===== config.mk =====
export PLATFORM = sky130hd
export DESIGN_NAME = alu_cmd_sequencer
export DESIGN_NICKNAME = d
export VERILOG_FILES = /design/src/rtl/alu_seq_pkg.sv /design/src/rtl/alu_cmd_fifo.sv /design/src/rtl/alu_cmd_sequencer.sv
export SDC_FILE = /design/constraint.sdc
export NUM_CORES = 1
export LEC_CHECK = 0
export ABC_AREA = 0
export CAP_MARGIN = 20
export CORE_UTILIZATION = 59
export CTS_BUF_LIST = sky130_fd_sc_hd__clkbuf_4 sky130_fd_sc_hd__clkbuf_8
export DETAILED_ROUTE_END_ITERATION = 10
export GPL_TIMING_DRIVEN = 1
export PLACE_DENSITY = 0.9
export SLEW_MARGIN = 20
export SYNTH_ARGS = -nofsm -noshare
export SYNTH_HDL_FRONTEND = slang
export SYNTH_HIERARCHICAL = 1
export SYNTH_SLANG_ARGS = --single-unit

===== constraint.sdc =====
create_clock -name clk -period 5.51 [get_ports clk]
set_input_delay 0.8265 -clock clk [delete_from_list [all_inputs] [get_ports clk]]
set_output_delay 0.8265 -clock clk [all_outputs]
set_load 0.02 [all_outputs]

===== src/rtl/alu_seq_pkg.sv =====
// Shared types for the alu_4bit command path: FSM states, opcode encoding and the queued command.
// The command layout depends on ALU_CHAIN_EN (adds a chain flag per entry).
package alu_seq_pkg;

  localparam int DATA_W = 4;
  localparam int OP_W   = 3;
  localparam int RES_W  = 8;

  // alu_4bit opcode encoding
  localparam logic [OP_W-1:0] OP_ADD = 3'd0;
  localparam logic [OP_W-1:0] OP_SUB = 3'd1;
  localparam logic [OP_W-1:0] OP_AND = 3'd2;
  localparam logic [OP_W-1:0] OP_OR  = 3'd3;
  localparam logic [OP_W-1:0] OP_XOR = 3'd4;
  localparam logic [OP_W-1:0] OP_NOT = 3'd5;
  localparam logic [OP_W-1:0] OP_SHL = 3'd6;
  localparam logic [OP_W-1:0] OP_SHR = 3'd7;

  typedef enum logic [1:0] {
    IDLE  = 2'd0,
    ISSUE = 2'd1,
    WAIT  = 2'd2,
    DONE  = 2'd3
  } state_e;

  typedef struct packed {
`ifdef ALU_CHAIN_EN
    logic              chain;
`endif
    logic [OP_W-1:0]   op;
    logic [DATA_W-1:0] b;
    logic [DATA_W-1:0] a;
  } cmd_t;

endpackage


===== src/rtl/alu_cmd_fifo.sv =====
// Synchronous FIFO of DEPTH entries (power of two). Push is refused when full and pop when empty,
// even if the other side moves in the same cycle; read data is the head entry, combinational.
module alu_cmd_fifo #(
  parameter int WIDTH = 11,
  parameter int DEPTH = 4
) (
  input  logic                     clk,
  input  logic                     rst,
  input  logic                     push_i,
  input  logic                     pop_i,
  input  logic [WIDTH-1:0]         wdata_i,
  output logic [WIDTH-1:0]         rdata_o,
  output logic [$clog2(DEPTH):0]   count_o,
  output logic                     full_o,
  output logic                     empty_o
);

  localparam int AW = $clog2(DEPTH);

  logic [WIDTH-1:0] mem_q [DEPTH];
  logic [AW-1:0]    wr_ptr_q, rd_ptr_q;
  logic [AW:0]      count_q;
  logic             do_push, do_pop;

  assign full_o  = (count_q == (AW+1)'(DEPTH));
  assign empty_o = (count_q == '0);
  assign do_push = push_i && !full_o;
  assign do_pop  = pop_i && !empty_o;
  assign rdata_o = mem_q[rd_ptr_q];
  assign count_o = count_q;

  // Pointers wrap for free because DEPTH is a power of two.
  always_ff @(posedge clk or posedge rst) begin
    if (rst) begin
      wr_ptr_q <= '0;
      rd_ptr_q <= '0;
      count_q  <= '0;
    end else begin
      if (do_push) wr_ptr_q <= wr_ptr_q + 1'b1;
      if (do_pop)  rd_ptr_q <= rd_ptr_q + 1'b1;
      count_q <= count_q + {{AW{1'b0}}, do_push} - {{AW{1'b0}}, do_pop};
    end
  end

  always_ff @(posedge clk) begin
    if (do_push) mem_q[wr_ptr_q] <= wdata_i;
  end

endmodule


===== src/rtl/alu_cmd_sequencer.sv =====
// Queues {op, B, A} commands and issues them one at a time to alu_4bit, capturing each result.
// Optional macro ALU_CHAIN_EN: a queued command may take A from the previous captured result.
module alu_cmd_sequencer
  import alu_seq_pkg::*;
#(
  parameter int DEPTH   = 4,
  parameter int ALU_LAT = 1
) (
  input  logic                    clk,
  input  logic                    rst,
  input  logic                    in_valid,
  output logic                    in_ready,
  input  logic [DATA_W-1:0]       in_a,
  input  logic [DATA_W-1:0]       in_b,
  input  logic [OP_W-1:0]         in_op,
  input  logic                    in_chain,
  input  logic                    issue_en,
  output logic [DATA_W-1:0]       alu_a,
  output logic [DATA_W-1:0]       alu_b,
  output logic [OP_W-1:0]         alu_op,
  output logic                    alu_issue,
  input  logic [RES_W-1:0]        alu_res,
  output logic                    res_valid,
  output logic [RES_W-1:0]        res_out,
  output logic [$clog2(DEPTH):0]  count,
  output logic                    busy,
  output state_e                  dbg_state_o
);

  // Handshake: a command transfers on a rising edge where in_valid && in_ready;
  // in_ready depends only on registered occupancy, never on the same-cycle pop.

  localparam int WCNT_W = (ALU_LAT > 1) ? $clog2(ALU_LAT) : 1;
  localparam logic [WCNT_W-1:0] WCNT_INIT = WCNT_W'(ALU_LAT - 1);

  state_e            state_q, state_d;
  logic [WCNT_W-1:0] wcnt_q, wcnt_d;
  logic [DATA_W-1:0] a_q, a_d, b_q, b_d;
  logic [OP_W-1:0]   op_q, op_d;
  logic [RES_W-1:0]  res_q, res_d;
  logic              pop;
  logic              fifo_full, fifo_empty;
  cmd_t              wr_cmd, hd_cmd;

  always_comb begin
    wr_cmd    = '0;
    wr_cmd.a  = in_a;
    wr_cmd.b  = in_b;
    wr_cmd.op = in_op;
`ifdef ALU_CHAIN_EN
    wr_cmd.chain = in_chain;
`endif
  end

`ifndef ALU_CHAIN_EN
  logic unused_chain;
  assign unused_chain = in_chain;
`endif

  alu_cmd_fifo #(
    .WIDTH ($bits(cmd_t)),
    .DEPTH (DEPTH)
  ) u_fifo (
    .clk     (clk),
    .rst     (rst),
    .push_i  (in_valid),
    .pop_i   (pop),
    .wdata_i (wr_cmd),
    .rdata_o (hd_cmd),
    .count_o (count),
    .full_o  (fifo_full),
    .empty_o (fifo_empty)
  );

  always_ff @(posedge clk or posedge rst) begin
    if (rst) begin
      state_q <= IDLE;
      wcnt_q  <= '0;
      a_q     <= '0;
      b_q     <= '0;
      op_q    <= '0;
      res_q   <= '0;
    end else begin
      state_q <= state_d;
      wcnt_q  <= wcnt_d;
      a_q     <= a_d;
      b_q     <= b_d;
      op_q    <= op_d;
      res_q   <= res_d;
    end
  end

  always_comb begin
    state_d = state_q;
    wcnt_d  = wcnt_q;
    a_d     = a_q;
    b_d     = b_q;
    op_d    = op_q;
    res_d   = res_q;
    pop     = 1'b0;
    case (state_q)
      IDLE: begin
        if (!fifo_empty && issue_en) begin
          pop     = 1'b1;
          a_d     = hd_cmd.a;
`ifdef ALU_CHAIN_EN
          if (hd_cmd.chain) a_d = res_q[DATA_W-1:0];
`endif
          b_d     = hd_cmd.b;
          op_d    = hd_cmd.op;
          state_d = ISSUE;
        end
      end
      ISSUE: begin
        wcnt_d  = WCNT_INIT;
        state_d = WAIT;
      end
      WAIT: begin
        if (wcnt_q == '0) begin
          res_d   = alu_res;
          state_d = DONE;
        end else begin
          wcnt_d = wcnt_q - 1'b1;
        end
      end
      DONE:    state_d = IDLE;
      default: state_d = IDLE;
    endcase
  end

  // Operand lines are registers that only change on a pop, so the ALU sees stable inputs.
  assign alu_a       = a_q;
  assign alu_b       = b_q;
  assign alu_op      = op_q;
  assign alu_issue   = (state_q == ISSUE);
  assign res_valid   = (state_q == DONE);
  assign res_out     = res_q;
  assign busy        = (state_q != IDLE);
  assign in_ready    = !fifo_full;
  assign dbg_state_o = state_q;

endmodule

# --- After elaboration in Yosys (flattened, before gate mapping) ---
# Memories as Yosys holds them, arrays and structs flattened. A register that Yosys moved wholly into a read port is not among the register bits.
# Index checks and enable logic that the tools add are counted.
op_classes:
  addsub: 5
  multipliers: 0
  div_mod_pow: 0
  n_lt_le_gt_ge: 0
  n_eq_ne: 6
  shift: 0
  mux: 9
  bitwise_logic: 1
  n_reduce_logical: 12
ops:
  columns: ["op", "count"]
  rows:
  - ["2-bit case mux with 4 select lines", 1]
  - ["2-bit AND reduction", 3]
  - ["1-bit 2-to-1 mux", 5]
  - ["2-bit by 1-bit adder with 2-bit output, second input constant", 2]
  - ["2-bit == test, second input constant", 2]
  - ["2-bit 2-to-1 mux", 2]
  - ["2-bit inequality test, second input constant", 2]
  - ["2-bit nonzero test", 2]
  - ["3-bit by 1-bit adder with 3-bit output", 1]
  - ["3-bit == test, second input constant", 1]
  - ["1-bit logical AND", 3]
  - ["3-bit zero test", 1]
  - ["3-bit by 1-bit subtractor with 3-bit output", 1]
  - ["2-bit by 1-bit == test with 1-bit output, second input constant", 1]
  - ["1-bit zero test", 2]
  - ["2-bit zero test", 1]
  - ["1-bit case mux with 2 select lines", 1]
  - ["1-bit inverter", 1]
  - ["1-bit subtractor, second input constant", 1]
totals:
  register_bits: 18
  latch_bits: 0
  ram_bits: 44
  mem_bits_ro: 0
  input_bits: 24
  out_inout_bits: 28
  elab_cells: 40
  memories: 1
memory_table:
  columns: ["name", "words", "width", "read_ports", "rd_ports_with_merged_regs", "write_ports", "line", "rtl"]
  rows:
  - ["u_fifo.mem_q", 4, 11, 1, 1, 1, "alu_cmd_fifo.sv:20", "logic [WIDTH-1:0] mem_q [DEPTH];"]

# --- Logic depth before layout (Yosys ltp) ---
logic_depth:
  word_depth: 7
  depth_mapped: 13
  mapped_depth_nobuf: 12

# --- Cells and area by module ---
# Netlist, hierarchy kept.
by_module_without_submodules:
  columns: ["mod", "n_inst", "cells_each", "area_per_inst_um2", "seq_area_each_um2"]
  rows:
  - ["alu_cmd_fifo", 1, 99, 2069.5, 1496.4]
  - ["alu_cmd_sequencer", 1, 59, 928.4, 525.5]

# --- Worst setup path after synthesis ---
# No wires, ideal clock.
synth_timing:
  path_type: "register to register"
  start: "reg u_fifo.count_q[1] (netlist: u_fifo/count_o[1])"
  end: "reg u_fifo.count_q[2] (netlist: u_fifo/count_o[2])"
  setup_time_ns: 0.123
  arrival_time_ns: 2.442
  required_ns: 5.387
  setup_slack_ns: 2.944
  path_stages_with_launch: 13
  path_buffers: 1
  period_less_slack_ns: 2.566
  cell_sequence: "dfrtp_1 nor3_1 nand3b_4 buf_6 inv_1 o31ai_1 inv_1 ha_1 inv_1 ha_1 fa_1 xnor2_1 xnor2_1"
synth_via:
  elab_chain_cells: 7
  elab_cells_between_ends: 11
  cone_classes: "add/sub: 2; eq/ne: 1; mux: 2; reduce/logical: 6"
synth_rtl:
  columns: ["element", "line", "rtl"]
  rows:
  - ["from (decl)", "alu_cmd_fifo.sv:22", "logic [AW:0] count_q;"]
  - ["from (signal assigned)", "alu_cmd_fifo.sv:41", "count_q <= count_q + {{AW{1'b0}}, do_push} - {{AW{1'b0}}, do_pop};"]
  - ["3-bit zero test", "alu_cmd_fifo.sv:26", "assign empty_o = (count_q == '0);"]
  - ["named net fifo_empty", "alu_cmd_sequencer.sv:42", "logic fifo_full, fifo_empty;"]
  - ["1-bit zero test", "alu_cmd_sequencer.sv:103", "if (!fifo_empty && issue_en) begin"]
  - ["1-bit logical AND", "alu_cmd_sequencer.sv:103", null]
  - ["1-bit 2-to-1 mux", "alu_cmd_sequencer.sv:103", null]
  - ["1-bit 2-to-1 mux", "alu_cmd_sequencer.sv:101", "case (state_q)"]
  - ["named net pop", "alu_cmd_sequencer.sv:41", "logic pop;"]
  - ["1-bit logical AND", "alu_cmd_fifo.sv:28", "assign do_pop = pop_i && !empty_o;"]
  - ["named net u_fifo.do_pop", "alu_cmd_fifo.sv:23", "logic do_push, do_pop;"]
  - ["3-bit by 1-bit subtractor with 3-bit output", "alu_cmd_fifo.sv:41", null]
# The timed path passes the listed nets, and every way through them passes these cells.
# A chain may end at the register's enable or synchronous reset.

# --- Final worst setup path ---
layout_timing:
  start: "in issue_en"
  end: "reg u_fifo.count_q[2] (netlist: u_fifo/count_o[2])"
layout_via:
  elab_chain_cells: 5
layout_rtl:
  columns: ["element", "line", "rtl"]
  rows:
  - ["from (decl)", "alu_cmd_sequencer.sv:17", "input logic issue_en,"]
  - ["1-bit logical AND", "alu_cmd_sequencer.sv:103", null]
  - ["1-bit 2-to-1 mux", "alu_cmd_sequencer.sv:103", null]
  - ["1-bit 2-to-1 mux", "alu_cmd_sequencer.sv:101", null]
  - ["named net pop", "alu_cmd_sequencer.sv:41", null]
  - ["1-bit logical AND", "alu_cmd_fifo.sv:28", null]
  - ["named net u_fifo.do_pop", "alu_cmd_fifo.sv:23", null]
  - ["3-bit by 1-bit subtractor with 3-bit output", "alu_cmd_fifo.sv:41", null]
# The timed path passes the listed nets, and every way through them passes these cells.

==> metrics <==
Layout Nets 251; FILL cells 289; number of vias per cell 5.49; Area Overhead vs Synth 25.5%; Post-Syn Area per Cell 19.0 µm²; sequential area share after synthesis 0.674; simple-gate share of the synthesized area 0.0447; Clock Skews 0.00616 ns; crit path cell chain clkdlybuf4s50_1, nand3b_4, inv_1, o31ai_1, inv_1, ha_1, inv_1, ha_1, fa_1, xnor2_1, xnor2_1; # diodes 0; Syn Std Cell Area 0.00300 mm²; Final ANT Viol Nets 0; CTS max path bufs 2; row cnt 25; clk root buf clkbuf_8; CP max FO 12; max-slew violation count 0; post-synthesis adder-cell area fraction 0.0526; first-pass detailed-route iteration total 4; DR vias 1576; CTS tree yes; Slowest cell on crit path clkdlybuf4s50_1; register area 0.00202 mm²; Worst-path clk slew 0.07 ns; post-cts resize count 0; IO Count 52; Worst VDD drop 0.356 mV; Final Cycle Share 0.517; first-pass GRT wire length 8410 µm; most frequent CP cell inv_1; R2R cell count 11; critical path type in2reg; Setup Viol. Count Final 0; total track usage 0.228; Starting DRT DRC Count 55; TritonCTS Sinks 72; final RePlAce weighted congestion 0.701; Max Cap Viol 0; Synth Register Bits 72; Power Dens Cells 581 mW/mm²; Post-Syn Nets 194; commonest non-fill, non-tap cells in the layout clkdlybuf4s50_1 (50), edfxtp_1 (44), dfrtp_1 (28); Multi-input gate area 891 µm²; port buffer count 50; Setup crit start kind input pin; chip height 73.3 µm; CP max stage delay 0.47 ns; die area 0.00537 mm²; wire per inst 18.6 µm; post-synth cell types 25; Levels on crit path 11; TritonCTS buffer count 9; max_slew headroom 0.455; share of cells above drive strength 1 0.205; Post CTS Setup Buffer Count 0; Worst EP required 5.73 ns; Die X 73.3 µm; most common cell after layout, fill and taps aside clkdlybuf4s50_1; crit path time final 2.85 ns; Clock Latency Late Sink 0.33 ns; vias in the first global route 1689; Yosys Warn Count 6; Hold WS 0.508 ns; unrepaired setup endpoints after global routing false; beginning of the worst register-to-register path u_fifo/count_o[1]; CP Launch Point issue_en; Worst R2R End u_fifo/count_o[2]; Post-Route WL 5330 µm; r2r setup slk 2.74 ns; initial antenna violation count 0; initial core utilization 0.622; multiplexer share of the synthesized area 0.176; fmax 351 MHz; global route overflow 0; Slew @ Worst Pin 0.818 ns; delay-heaviest family, CP adder cells; Core Area 0.00482 mm²; crit path DAT 3.07 ns; DP Worst Slack 2.33 ns; dpl hpwl 3580 µm; Post-CTS Hold Fix Bufs 0; CP Capture Point u_fifo/count_o[2]; run status finished clean; reported leakage power 1.50 nW; min-delay worst type reg2reg; final worst setup slack 2.66 ns; setup total negative slack 0 ns; final hold vios 0; post-layout util 0.781; largest net degree at the start of global routing 22; Worst setup EP type flip-flop; CP bufs+invs 4; Mapped Cells 158; Synth Area in Compound Gates 0.0121; Max H-tree Level 3; number of remaining DRC errors 0; Post-Synth XOR/XNOR Area 0.0117; largest family of logic cells by synthesized area multiplexers
[routing by layer]
layer / vias up / part of all wire / GRT usage
met5: - / 0 / 0
met4: 0 / 0.023 / 0.131
met3: 13 / 0.052 / 0.0535
met2: 65 / 0.53 / 0.385
met1: 790 / 0.39 / 0.270
li1: 708 / - / -
[cells in the mapped netlist]
cell,count,area share
o21ai_1,1,0.0017
nor2_1,1,0.0013
o311ai_1,1,0.0029
buf_2,2,0.0033
buf_6,2,0.0075
dfrtp_1,28,0.23
xnor2_1,4,0.012
fa_1,1,0.0067
mux2i_1,1,0.0033
nand3b_4,1,0.0067
edfxtp_1,44,0.44
nor3b_4,1,0.0063
nor3_1,1,0.0017
nand4bb_1,2,0.0075
ha_1,11,0.046
mux2_2,11,0.041
and3b_1,4,0.012
mux4_1,3,0.026
o31ai_1,1,0.0025
mux2_4,9,0.045
o211ai_1,2,0.0050
nand2b_1,4,0.0083
nand2_1,1,0.0013
mux4_2,8,0.060
inv_1,14,0.018
[sequential cells by signal, indices dropped and copies added, names as in the netlist]
name / cells
alu_op: 3
u_fifo/mem_q: 44
u_fifo/count_o: 3
u_fifo/wr_ptr_q: 2
alu_b: 4
dbg_state_o: 2
res_out: 8
alu_a: 4
u_fifo/rd_ptr_q: 2
[kinds of logic (layout without fill, tap and decap cells)]
kind of cell	count (synthesis)	after routing
and+or+nand+nor	15	15
DFF	72	72
muxes	32	32
adders and majority gates	12	12
xor gates and xnor gates	4	4
AOI/OAI and AO/OA	5	5
buffers and inverters	18	80
[where the power goes]
part           internal [W]  switching [W]
Clock              0.000249       0.000179
Sequential         0.000755       0.000153
Combinational      0.000474       0.000377
Total               0.00148       0.000708
[worst min path at each step]
stage | from | end | slack [ns] | depth (start not counted)
2_1_floorplan | u_fifo/wr_ptr_q[1] | u_fifo/wr_ptr_q[1] | 0.54 | 2
3_3_place_gp | res_out[5] | res_out[5] | 0.49 | 1
3_5_place_dp | alu_a[0] | alu_a[0] | 0.49 | 1
4_1_cts | res_out[7] | res_out[7] | 0.51 | 1
5_1_grt | alu_op[1] | alu_op[1] | 0.52 | 1
6_report | res_out[7] | res_out[7] | 0.51 | 1
[stage by stage]
step | area, µm² | total power (W) | instances
finish | 3760 | 0.00219 | 287
global route | 3760 | 0.00230 | 287
CTS | 3760 | 0.00221 | 287
global placement | 3550 | 0.00171 | 271
detailed placement | 3550 | 0.00177 | 271
floorplan | 3000 | 0.00144 | 158
[layout make-up]
class | count | area share
Multi-Input combinational cell | 68 | 0.237
Clock buffer | 13 | 0.0459
Clock inverter | 3 | 0.0103
Inverter | 14 | 0.0140
Sequential cell | 72 | 0.538
Timing Repair Buffer | 50 | 0.133
Tap cell | 67 | 0.0223
Power figures use the tool's default switching activity.
==> RTL edit 1: new RTL, same settings <==
`OP_W`: 3 -> 6.
--- a/src/rtl/alu_seq_pkg.sv
+++ b/src/rtl/alu_seq_pkg.sv
@@ -3,7 +3,7 @@
 package alu_seq_pkg;
 
   localparam int DATA_W = 4;
-  localparam int OP_W   = 3;
+  localparam int OP_W   = 6;
   localparam int RES_W  = 8;
 
   // alu_4bit opcode encoding
Interface: changed (resized alu_op and in_op); port bits go from 52 to 58. No check against the original RTL was run, so the function may have changed too.
==> RTL edit 1 against the original RTL <==
  * Worst hold slack hardly changed
  * Wire length is 18% higher
  * Sequential cell count is 15 higher
  * Power is 10% higher
  * Cell area is 15% higher
  * Setup slack worse by 0.0097 ns
  * Non-clock buffer count is 6 higher
  * Global-route usage is 0.077 points lower
  * Area after synthesis is 19% higher
==> RTL edit 1: results (changes against the original RTL) <==
cells_and_area:
  drive_above_1_share_pct: 19.1  # -1.3 points
  largest_reg_flops: 56  # +27%
  fin_nets: 281  # +12%
  instances_no_fill: 318  # +11%
logic_synthesis:
  synth_common_cells: "edfxtp_1, dfrtp_1, inv_1, mux2_2, ha_1"
  syn_avg_cell_area_um2: 19.8  # +4.4%
  async_reset_ff_share_pct: 35.6  # -3.3 points
  yosysSeqAreaShare_pct: 68.9  # +1.5 points
  synth_edf_count: 56  # +27%
  synthTopCellsByArea: "edfxtp_1, dfrtp_1, mux4_2"
min_path:
  min_to: "alu_op[1]$_DFFE_PP0P_"
  worstHoldStart: "alu_op[1]$_DFFE_PP0P_"
placed_design:
  dp_cells: 303  # +12%
  dpl.hpwl_um: 4360  # +22%
  place.gp.congestion: 0.725  # +3.5%
sta:
  timing.slew.headroom_pct: 37.4  # -8.1 points
  skew_ns: 0.0145  # +0.00837 ns
setup_path:
  worst-path-max-fanout: 15  # +3
  reg2reg_slack_ns: 2.71  # -0.03 ns
route:
  wl_met1_um: 2530  # +21%
  wl_met3_um: 209  # -25%
power_and_ir_drop:
  peakVddDrop_v: 0.000307  # -14%
  p_leak_nw: 1.69  # +13%
global_routing:
  grt_pass1_vias: 1908  # +13%
outcome:
  run_status: "finished clean"
clocking:
  clk_latency_ns: 0.35  # +0.02 ns
RTL edit 1: cell count changes after synthesis:
cell / delta
mux2_2: +3
mux4_1: +3
buf_12: +1
o311ai_0: +1
edfxtp_1: +12
dfrtp_1: +3
o311ai_1: -1
RTL edit 1: through the flow:
| stage | area, um2 | worst slack (ns) | hold slack, ns | total power [W] |
|---|---|---|---|---|
| floorplan | 3570 | 2.92 | 0.543 | 0.00168 |
| global placement | 4160 | 2.38 | 0.490 | 0.00198 |
| detailed placement | 4160 | 2.29 | 0.493 | 0.00206 |
| CTS | 4340 | 2.65 | 0.510 | 0.00244 |
| global route | 4340 | 2.52 | 0.518 | 0.00254 |
| finish | 4340 | 2.65 | 0.508 | 0.00241 |
RTL edit 1: worst max path at each step:
stage | startpoint | endpoint | slack, ns | cells after the start
after CTS | issue_en | u_fifo/count_o[2]$_DFF_PP0_ | 2.65 | 11
after detailed placement | issue_en | u_fifo/count_o[2]$_DFF_PP0_ | 2.29 | 11
after floorplan | u_fifo/count_o[1]$_DFF_PP0_ | u_fifo/count_o[2]$_DFF_PP0_ | 2.92 | 12
after global routing | u_fifo/count_o[1]$_DFF_PP0_ | u_fifo/count_o[2]$_DFF_PP0_ | 2.52 | 11
after global placement | issue_en | u_fifo/count_o[2]$_DFF_PP0_ | 2.38 | 11
final | issue_en | u_fifo/count_o[2]$_DFF_PP0_ | 2.65 | 11
RTL edit 1: cell families (layout without fill, tap and decap cells):
group                      count (synthesis)  in the layout  synth area share (%)
buffers and inverters                     19             85                  2.95
xor gates and xnor gates                   4              4                 0.982
adders and majority gates                 12             12                  4.42
muxes                                     38             38                  18.0
AOI/OAI and AO/OA                          5              5                  1.02
DFF                                       87             87                  68.9
and+or+nand+nor                           15             15                  3.75
RTL edit 1: cell type report:
type	instances	area (um2)
Inverter	14	52.6
Sequential cell	87	2460
Timing Repair Buffer	56	561
Fill cell	334	1340
Clock inverter	5	33.8
Multi-Input combinational cell	74	1000
Clock buffer	10	138
Tap cell	72	90.1
RTL edit 1: critical path, cell delays in order:
cell and delay [ns]:
clkdlybuf4s50_1 0.47, nand3b_4 0.29, inv_1 0.10, o31ai_1 0.12
inv_1 0.09, ha_1 0.28, inv_1 0.04, ha_1 0.18
fa_1 0.38, xnor2_1 0.20, xnor2_1 0.15
RTL edit 1: power by group:
group / total, W / internal, W / switching, W
sequential: 0.00108 / 0.000909 / 0.000168
combinational: 0.000950 / 0.000525 / 0.000425
clock: 0.000388 / 0.000174 / 0.000214
RTL edit 1: routing by layer:
metal / global-route usage [%] / vias up
met5: 0 / -
met4: 11.4 / 0
met3: 5.83 / 13
met2: 39.2 / 45
met1: 26.2 / 897
li1: - / 812
==> RTL edit 2: new RTL, config.mk and constraints unchanged <==
Made on the original files. Put one more register stage on the output `dbg_state_o`, without a reset. The value now appears one clock later. The other outputs are not delayed to match.
--- a/src/rtl/alu_cmd_sequencer.sv
+++ b/src/rtl/alu_cmd_sequencer.sv
@@ -137,6 +137,8 @@
   assign res_out     = res_q;
   assign busy        = (state_q != IDLE);
   assign in_ready    = !fifo_full;
-  assign dbg_state_o = state_q;
+  always_ff @(posedge clk) begin
+    dbg_state_o <= state_q;
+  end
 
 endmodule
Formal check against the unedited RTL: not equivalent (a bounded check fails within 4 cycles, from zero or initial values and one cycle with rst high).
==> RTL edit 2 against the original RTL <==
  * Register-to-register slack worse by 0.08 ns
  * Sequential cell count is 2 higher
  * Clock power is 5.4% higher
  * First-iteration DRC count is 24% higher
  * Area after synthesis is 1.3% higher
  * Cell area is 1.2% higher
  * Global-route usage is 1.1 points lower
  * Setup slack worse by 0.010 ns
  * Utilization is 0.43 points higher
  * Critical endpoint unchanged
  * Clock skew is 0.0034 ns higher
  * Wire length is 2.6% lower
  * Count of clock-buffer cells in the layout is 4 lower
  * Power is 2.0% higher
==> RTL edit 2: results (changes against the original RTL) <==
logic_synthesis:
  synth.area.mux_share_pct: 17.4  # -0.23 points
  synth_edf_count: 44  # unchanged
  syn_avg_cell_area_um2: 19.0  # about the same
  async_reset_ff_share_pct: 37.8  # -1.1 points
  yosysSeqAreaShare_pct: 67.9  # +0.43 points
  synthTopCellsByArea: "edfxtp_1, dfrtp_1, mux4_2"
  ys_types: 26  # +4.0%
  synth-xor-area-share_pct: 1.15  # -0.015 points
  synth_common_cells: "edfxtp_1, dfrtp_1, inv_1"
  ys_warn_count: 6  # unchanged
  synth.net_count: 196  # +1.0%
  synth-compound-area-share_pct: 1.19  # -0.016 points
  synth_adder_area_share_pct: 5.19  # -0.069 points
min_path:
  hold_class: "reg2reg"
placed_design:
  dp_cells: 273  # +0.74%
  placed_area_um2: 3590  # +1.1%
  io_buffers: 50  # unchanged
  dpl.hpwl_um: 3560  # -0.65%
  place.gp.congestion: 0.751  # +7.2%
  dp_slack_ns: 2.33  # +0.00174 ns
power_and_ir_drop:
  p_leak_nw: 1.52  # +1.1%
  peakVddDrop_v: 0.000329  # -7.7%
setup_path:
  worst-path-max-fanout: 12  # unchanged
  cpMaxStageDelayCell: "clkdlybuf4s50_1"
  crit_family: "adder cells"
  critPathArrivalTime_ns: 3.12  # +0.05 ns
  cpPeakStageDelay_ns: 0.46
outcome:
  run_status: "finished clean"
cells_and_area:
  drive_above_1_share_pct: 20.7  # +0.27 points
  largest_reg_flops: 44  # unchanged
  diodes: 0  # unchanged
  largest-register: "u_fifo/mem_q"
  fin_nets: 253  # +0.80%
global_routing:
  grt_max_degree: 22  # unchanged
  grt_util_all_layers_pct: 21.7  # -1.1 points
  grt_pass1_wl_um: 8120  # -3.4%
  antenna_found_initial: 0  # unchanged
  grt_pass1_vias: 1622  # -4.0%
clocking:
  cts_buffer_depth: 2  # unchanged
  cts-root-buf: "clkbuf_8"
  clk_latency_ns: 0.34
  cts_resized: 0  # unchanged
  clk_pin_slew_ns: 0.08
  ctsHtreeMaxLevel: 3  # unchanged
  cts_inserted_buffers: 9  # unchanged
route:
  via_per_inst: 5.35  # -2.6%
  drt-initial-drc-count: 68  # +24%
  firstDrtPassIters: 4  # unchanged
  wire_per_inst_um: 18.0  # -3.2%
  vias: 1545  # -2.0%
sta:
  worst_slew_pin_slew_ns: 0.803  # -0.0153 ns
  skew_ns: 0.00955  # +0.00338 ns
[RTL edit 2: per-layer routing]
metal / up-vias / routed length, um / track usage, %
met3: 8 / 191 / 5.08
met1: 786 / 2060 / 25.0
li1: 708 / - / -
met2: 43 / 2860 / 38.2
met5: - / 0 / 0
met4: 0 / 78 / 10.3
[RTL edit 2: worst paths after layout]
kind                       slack, ns                         from  depth (start not counted)                        endpoint
max                             2.65                     issue_en                         11     u_fifo/count_o[2]$_DFF_PP0_
max in group asynchronous       4.05                          rst                          2          res_out[0]$_DFFE_PP0N_
min in group asynchronous       0.74                          rst                          2  u_fifo/rd_ptr_q[1]$_DFFE_PP0P_
max reg2reg                     2.66  u_fifo/count_o[1]$_DFF_PP0_                         11     u_fifo/count_o[2]$_DFF_PP0_
min                             0.45       state_q[0]$_DFFE_PP0P_                          0          dbg_state_o[0]$_DFF_P_
min reg2reg                     0.45       state_q[0]$_DFFE_PP0P_                          0          dbg_state_o[0]$_DFF_P_
[RTL edit 2: where the power goes]
part	switching (W)	internal (W)
registers	0.000149	0.000777
clock network	0.000197	0.000254
logic	0.000380	0.000472
[RTL edit 2: cells by family after synthesis]
group	Yosys count
AOI/OAI and AO/OA	5
adders and majority gates	12
muxes	32
DFF	74
and+or+nand+nor	15
xor gates and xnor gates	4
buffers and inverters	18
[RTL edit 2: cell type report]
class                           instances  area, um2
Sequential cell                        74       2060
Clock buffer                            9        124
Inverter                               14       52.6
Timing Repair Buffer                   50        500
Multi-Input combinational cell         68        891
Fill cell                             285       1040
Tap cell                               67       83.8
Clock inverter                          7       92.6
